`src/rtl/chacha20_arbiter.sv`:
```
// chacha20_arbiter: shares one chacha20_encrypt core between two message requesters,
// with a fair tie-break and a no-progress watchdog that aborts and resets the core.
//
// state  | meaning
// IDLE   | no message in flight; arbitrate requests
// START  | core_start pulse, watchdog cleared
// STREAM | byte streams routed between the granted requester and the core
// ABORT  | watchdog expired; core held in reset, done+error pulsed
module chacha20_arbiter #(
   parameter int unsigned TIMEOUT_CYCLES = 4096
) (
   input  logic         clk,
   input  logic         rst_n,
   input  logic         r0_req,
   input  logic [255:0] r0_key,
   input  logic [95:0]  r0_nonce,
   input  logic [31:0]  r0_counter,
   input  logic [7:0]   r0_pt_data,
   input  logic         r0_pt_valid,
   input  logic         r0_pt_last,
   output logic         r0_pt_ready,
   output logic [7:0]   r0_ct_data,
   output logic         r0_ct_valid,
   output logic         r0_ct_last,
   input  logic         r0_ct_ready,
   output logic         r0_done,
   output logic         r0_error,
   input  logic         r1_req,
   input  logic [255:0] r1_key,
   input  logic [95:0]  r1_nonce,
   input  logic [31:0]  r1_counter,
   input  logic [7:0]   r1_pt_data,
   input  logic         r1_pt_valid,
   input  logic         r1_pt_last,
   output logic         r1_pt_ready,
   output logic [7:0]   r1_ct_data,
   output logic         r1_ct_valid,
   output logic         r1_ct_last,
   input  logic         r1_ct_ready,
   output logic         r1_done,
   output logic         r1_error,
   output logic [1:0]   gnt,
   output logic         busy,
   output logic         core_start,
   output logic [255:0] core_key,
   output logic [95:0]  core_nonce,
   output logic [31:0]  core_counter,
   output logic [7:0]   core_pt_data,
   output logic         core_pt_valid,
   output logic         core_pt_last,
   input  logic         core_pt_ready,
   input  logic [7:0]   core_ct_data,
   input  logic         core_ct_valid,
   input  logic         core_ct_last,
   output logic         core_ct_ready,
   input  logic         core_done,
   output logic         core_rst_n
);

   typedef enum logic [1:0] {IDLE, START, STREAM, ABORT} state_t;

   localparam bit          WD_EN   = (TIMEOUT_CYCLES != 0);
   localparam logic [31:0] WD_LAST = TIMEOUT_CYCLES - 1;

   state_t         state_q, state_d;
   logic [1:0]     gnt_q, gnt_d;
   logic           last_gnt_q, last_gnt_d;
   logic [255:0]   key_q, key_d;
   logic [95:0]    nonce_q, nonce_d;
   logic [31:0]    counter_q, counter_d;
   logic [31:0]    wd_q, wd_d;
   logic [1:0]     done_q, done_d;
   logic [1:0]     error_q, error_d;
   logic           core_rst_n_q, core_rst_n_d;
   logic           pick_r1;
   logic           pt_beat, ct_beat, wd_expire;

   // stream routing is purely combinational; only the granted side sees the core
   always_comb begin
      core_pt_data  = '0;
      core_pt_valid = 1'b0;
      core_pt_last  = 1'b0;
      core_ct_ready = 1'b1;
      r0_pt_ready   = 1'b0;
      r0_ct_data    = '0;
      r0_ct_valid   = 1'b0;
      r0_ct_last    = 1'b0;
      r1_pt_ready   = 1'b0;
      r1_ct_data    = '0;
      r1_ct_valid   = 1'b0;
      r1_ct_last    = 1'b0;
      if (state_q == STREAM) begin
         if (gnt_q[0]) begin
            core_pt_data  = r0_pt_data;
            core_pt_valid = r0_pt_valid;
            core_pt_last  = r0_pt_last;
            r0_pt_ready   = core_pt_ready;
            r0_ct_data    = core_ct_data;
            r0_ct_valid   = core_ct_valid;
            r0_ct_last    = core_ct_last;
            core_ct_ready = r0_ct_ready;
         end else if (gnt_q[1]) begin
            core_pt_data  = r1_pt_data;
            core_pt_valid = r1_pt_valid;
            core_pt_last  = r1_pt_last;
            r1_pt_ready   = core_pt_ready;
            r1_ct_data    = core_ct_data;
            r1_ct_valid   = core_ct_valid;
            r1_ct_last    = core_ct_last;
            core_ct_ready = r1_ct_ready;
         end
      end
   end

   assign pt_beat   = core_pt_valid & core_pt_ready;
   assign ct_beat   = core_ct_valid & core_ct_ready;
   assign wd_expire = WD_EN && !(pt_beat || ct_beat) && (wd_q >= WD_LAST);

   always_comb begin
      state_d      = state_q;
      gnt_d        = gnt_q;
      last_gnt_d   = last_gnt_q;
      key_d        = key_q;
      nonce_d      = nonce_q;
      counter_d    = counter_q;
      wd_d         = wd_q;
      done_d       = 2'b00;
      error_d      = 2'b00;
      core_rst_n_d = 1'b1;
      // on a tie, serve whoever was not served last
      pick_r1      = r1_req & (~r0_req | ~last_gnt_q);
      case (state_q)
         IDLE: begin
            if (r0_req | r1_req) begin
               gnt_d     = pick_r1 ? 2'b10 : 2'b01;
               key_d     = pick_r1 ? r1_key : r0_key;
               nonce_d   = pick_r1 ? r1_nonce : r0_nonce;
               counter_d = pick_r1 ? r1_counter : r0_counter;
               state_d   = START;
            end
         end
         START: begin
            wd_d    = '0;
            state_d = STREAM;
         end
         STREAM: begin
            if (core_done) begin
               done_d     = gnt_q;
               last_gnt_d = gnt_q[1];
               gnt_d      = 2'b00;
               state_d    = IDLE;
            end else if (wd_expire) begin
               done_d       = gnt_q;
               error_d      = gnt_q;
               core_rst_n_d = 1'b0;
               state_d      = ABORT;
            end else if (pt_beat || ct_beat) begin
               wd_d = '0;
            end else if (wd_q != 32'hFFFF_FFFF) begin
               wd_d = wd_q + 32'd1;
            end
         end
         ABORT: begin
            last_gnt_d = gnt_q[1];
            gnt_d      = 2'b00;
            state_d    = IDLE;
         end
         default: state_d = IDLE;
      endcase
   end

   always_ff @(posedge clk or negedge rst_n) begin
      if (!rst_n) begin
         state_q      <= IDLE;
         gnt_q        <= 2'b00;
         last_gnt_q   <= 1'b1;
         key_q        <= '0;
         nonce_q      <= '0;
         counter_q    <= '0;
         wd_q         <= '0;
         done_q       <= 2'b00;
         error_q      <= 2'b00;
         core_rst_n_q <= 1'b0;
      end else begin
         state_q      <= state_d;
         gnt_q        <= gnt_d;
         last_gnt_q   <= last_gnt_d;
         key_q        <= key_d;
         nonce_q      <= nonce_d;
         counter_q    <= counter_d;
         wd_q         <= wd_d;
         done_q       <= done_d;
         error_q      <= error_d;
         core_rst_n_q <= core_rst_n_d;
      end
   end

   assign gnt          = gnt_q;
   assign busy         = (state_q != IDLE);
   assign core_start   = (state_q == START);
   assign core_key     = key_q;
   assign core_nonce   = nonce_q;
   assign core_counter = counter_q;
   assign core_rst_n   = core_rst_n_q;
   assign r0_done      = done_q[0];
   assign r1_done      = done_q[1];
   assign r0_error     = error_q[0];
   assign r1_error     = error_q[1];

endmodule
```
`config.mk`:
```
export PLATFORM = sky130hd
export DESIGN_NAME = chacha20_arbiter
export DESIGN_NICKNAME = d
export VERILOG_FILES = /design/src/rtl/chacha20_arbiter.sv
export SDC_FILE = /design/constraint.sdc
export NUM_CORES = 1
export LEC_CHECK = 0
export CAP_MARGIN = 15
export CORE_AREA = 2 2 487 489
export CTS_CLUSTER_SIZE = 16
export DETAILED_ROUTE_END_ITERATION = 7
export DIE_AREA = 0 0 489 491
export GPL_TIMING_DRIVEN = 0
export REMOVE_ABC_BUFFERS = 1
export SYNTH_ARGS = -nofsm -noshare
export SYNTH_HDL_FRONTEND = slang
export SYNTH_SLANG_ARGS = --single-unit
```
`constraint.sdc`:
```
create_clock -name clk -period 2.05 [get_ports clk]
set_input_delay 0.205 -clock clk [delete_from_list [all_inputs] [get_ports clk]]
set_output_delay 0.205 -clock clk [all_outputs]
set_load 0.05 [all_outputs]
```
==> results.json <==
{
  "critical_path.startpoint_type": "register",
  "stdcell_count": 6200,
  "num-nets-final": 3725,
  "critPathCaptureType": "register",
  "critical_path_class": "register to register",
  "route.final.wire_length_microns": 209000,
  "vias_per_cell": 3.64,
  "detail_route.drc_violations": 20,
  "power.density_cell_area_nw_per_um2": 1730,
  "actual_transition_at_the_worst_max_transition_pin_ns": 0.803,
  "grt_pass1_wl_microns": 244000,
  "layout_common_cells": "804 x clkdlybuf4s50_1, 422 x dfrtp_1, 392 x inv_1",
  "min-delay-path-class": "primary input to asynchronous set/reset pin",
  "grt_antenna_before_repair": 278,
  "route.antenna.remaining_nets": 0,
  "die-height_microns": 491,
  "placeableCoreArea_sq_um": 235000,
  "asyncSetResetFlopFracSynth_pct": 100,
  "synth_seq_area_share_pct": 60.7,
  "layout.cells.most_common": "clkdlybuf4s50_1",
  "yosys_warnings": 0,
  "chipWidth_microns": 489,
  "fillerInstances": 26000,
  "globalRouteTotalUtil_pct": 16.0,
  "critPathMaxFanout": 8,
  "cts_tree": "yes",
  "postSynthCellCount": 1504,
  "multi_input_area_sq_um": 5190,
  "grt_pass1_vias": 20700,
  "placement.setup.worst_slack_ns": -1.60,
  "cts_buffer_depth": 3,
  "cts_sinks": 426,
  "final.setup_skew_ns": 0.0244,
  "vdd_drop_max_v": 0.00104,
  "tritoncts.num_buffers": 57,
  "worst_skew_pair.late_latency_ns": 0.71,
  "rows": 178,
  "netlist_area_sq_um": 17600,
  "port-buffer-count": 1231,
  "post-layout-total-power_mw": 69.4,
  "finalSetupViolations": 255,
  "cts_max_level": 2,
  "slew_headroom_pct": 46.7,
  "fmax_ghz": 0.428,
  "drt_pre_antenna_iters": 8,
  "timing.final.crit_period_ns": 2.34,
  "vias": 22500,
  "run_status": "complete, but fails checks",
  "cell_at_the_root_of_the_clock_tree": "clkbuf_16",
  "critPathArrivalTime_ns": 2.93,
  "postSynthRegisterBits": 426,
  "floorplan.initialDensity_pct": 7.49,
  "drive_above_1_share_pct": 18.7,
  "finalCritPeriodShare_pct": 114,
  "fin_tns_setup_ns": -35.49,
  "route.detailed.wl_per_inst_microns": 33.8,
  "cap_violations": 0,
  "setup_repair_after_global_routing_missed_its_margin": "true",
  "maxSlewViolCount": 0,
  "post_synth.cell_area_avg_sq_um": 11.7,
  "failing_checks": "design-rule violations, negative setup slack",
  "die_area_sq_um": 240000,
  "synth_enable_flop_cells": 0,
  "clk_pin_slew_worst_paths_ns": 0.06,
  "area.sequential_sq_um": 10700,
  "drt-initial-drc-count": 3707,
  "gpl.final_weighted_congestion": 0.916,
  "cp_data_required_time_ns": 2.64,
  "grt_start_max_net_pins": 106,
  "dp.cells": 5800,
  "timing.final.ws_setup_ns": -0.289,
  "hold_violations": 0,
  "synth.distinct_cells": 47,
  "area_delta_synth_final_pct": 128,
  "static-leakage-power_nw": 17.9,
  "boundaryPins": 1232,
  "dpl.hpwl_microns": 167000,
  "synth_ff_type": "dfrtp_1",
  "globalRouteOverflowTotal": 0
}
[per-layer routing]
| layer | track usage [%] | wire length, microns | vias to the layer above |
|---|---|---|---|
| met4 | 7.93 | 13000 | 212 |
| li1 | - | - | 8788 |
| met2 | 24.8 | 89200 | 1995 |
| met1 | 17.1 | 73200 | 10800 |
| met3 | 9.45 | 32600 | 714 |
| met5 | 0 | 1440 | - |
[stage by stage]
stage               hold WS [ns]  util (%)  instance area, sq um
global route              0.0452      17.1                 40000
finish                    0.0461      17.1                 40100
global placement           0.477      14.2                 33300
detailed placement         0.198      14.7                 34400
floorplan                -0.0906         -                 17000
CTS                      -0.0238      16.4                 38500
[power breakdown]
group | switching, mW | leakage (nW) | internal (mW) | total [mW]
clock | 4.66 | 0.946 | 6.03 | 10.7
combinational | 28.6 | 11.6 | 15.3 | 43.9
sequential | 2.60 | 5.31 | 12.2 | 14.8
[sequential cells by signal, summed over array words and instances (netlist names)]
name,cells
done_q,2
core_counter,32
last_gnt_q,1
gnt,2
state_q,2
core_rst_n,1
error_q,2
core_key,256
wd_q,32
core_nonce,96
[path summary, 6_finish.rpt]
check | to | slack [ns] | from | depth (start not counted)
max reg2reg | core_key[93]$_DFFE_PN0P_ | -0.29 | state_q[0]$_DFFE_PN0P_ | 13
max in group asynchronous | core_key[76]$_DFFE_PN0P_ | 0.49 | rst_n | 4
min reg2reg | wd_q[29]$_DFFE_PN0P_ | 0.49 | wd_q[29]$_DFFE_PN0P_ | 1
max | core_key[93]$_DFFE_PN0P_ | -0.29 | state_q[0]$_DFFE_PN0P_ | 13
min in group clk | core_key[160]$_DFFE_PN0P_ | 0.07 | r0_key[160] | 3
min | wd_q[5]$_DFFE_PN0P_ | 0.05 | rst_n | 2
[synth_stat cells, types with 5 or more instances]
master	number	area, sq um
nor2b_1	18	113
nand3_1	10	50.1
a21oi_1	6	30.0
a22o_1	9	78.8
nand4_1	9	56.3
buf_1	17	63.8
and2_1	12	75.1
nor2_1	9	33.8
dfrtp_1	425	10600
clkbuf_1	108	405
nand2_1	12	45.0
inv_1	393	1480
and3_1	15	93.8
or3_1	5	31.3
buf_2	9	45.0
a222oi_1	384	3840
a21boi_0	5	37.5
o21ai_0	9	45.0
[what timing repair did]
action	in CTS	in global routing
setup endpoints to repair	828	426
pin swaps	64	121
buffers inserted	79	68
hold buffers	5	0
gates resized for setup	993	107
gates cloned	39	42
endpoints found under the hold margin	217	0
[critical path, cell delays in order (launching register included)]
cell and delay [ns]:
dfrtp_2 0.43, nor2_4 0.06, clkinvlp_4 0.09, a211oi_4 0.04, buf_4 0.15, buf_8 0.13
buf_16 0.15, buf_12 0.14, buf_16 0.13, buf_12 0.13, buf_12 0.15, clkbuf_16 0.16
a222oi_1 0.33, inv_1 0.08
[final cells by class]
cell class              count  area share (%)
diodes                     85           0.530
multi-input cells         551            12.9
repair buffers           1488            41.6
clock buffers              78            4.13
well taps                3150            9.82
clock inverters            28           0.664
flip-flops and latches    426            26.6
inverters                 394            3.70
[cells by family after synthesis]
family                   count (synthesis)  share of synthesized area, %
AO/OA/AOI/OAI                          436                          24.0
multiplexers                             1                        0.0641
flip-flops                             426                          60.7
adder cells (fa/ha/maj)                  1                        0.0712
buffers and inverters                  530                          11.5
AND/OR/NAND/NOR                        110                          3.69
(Power assumes the default switching activity.)
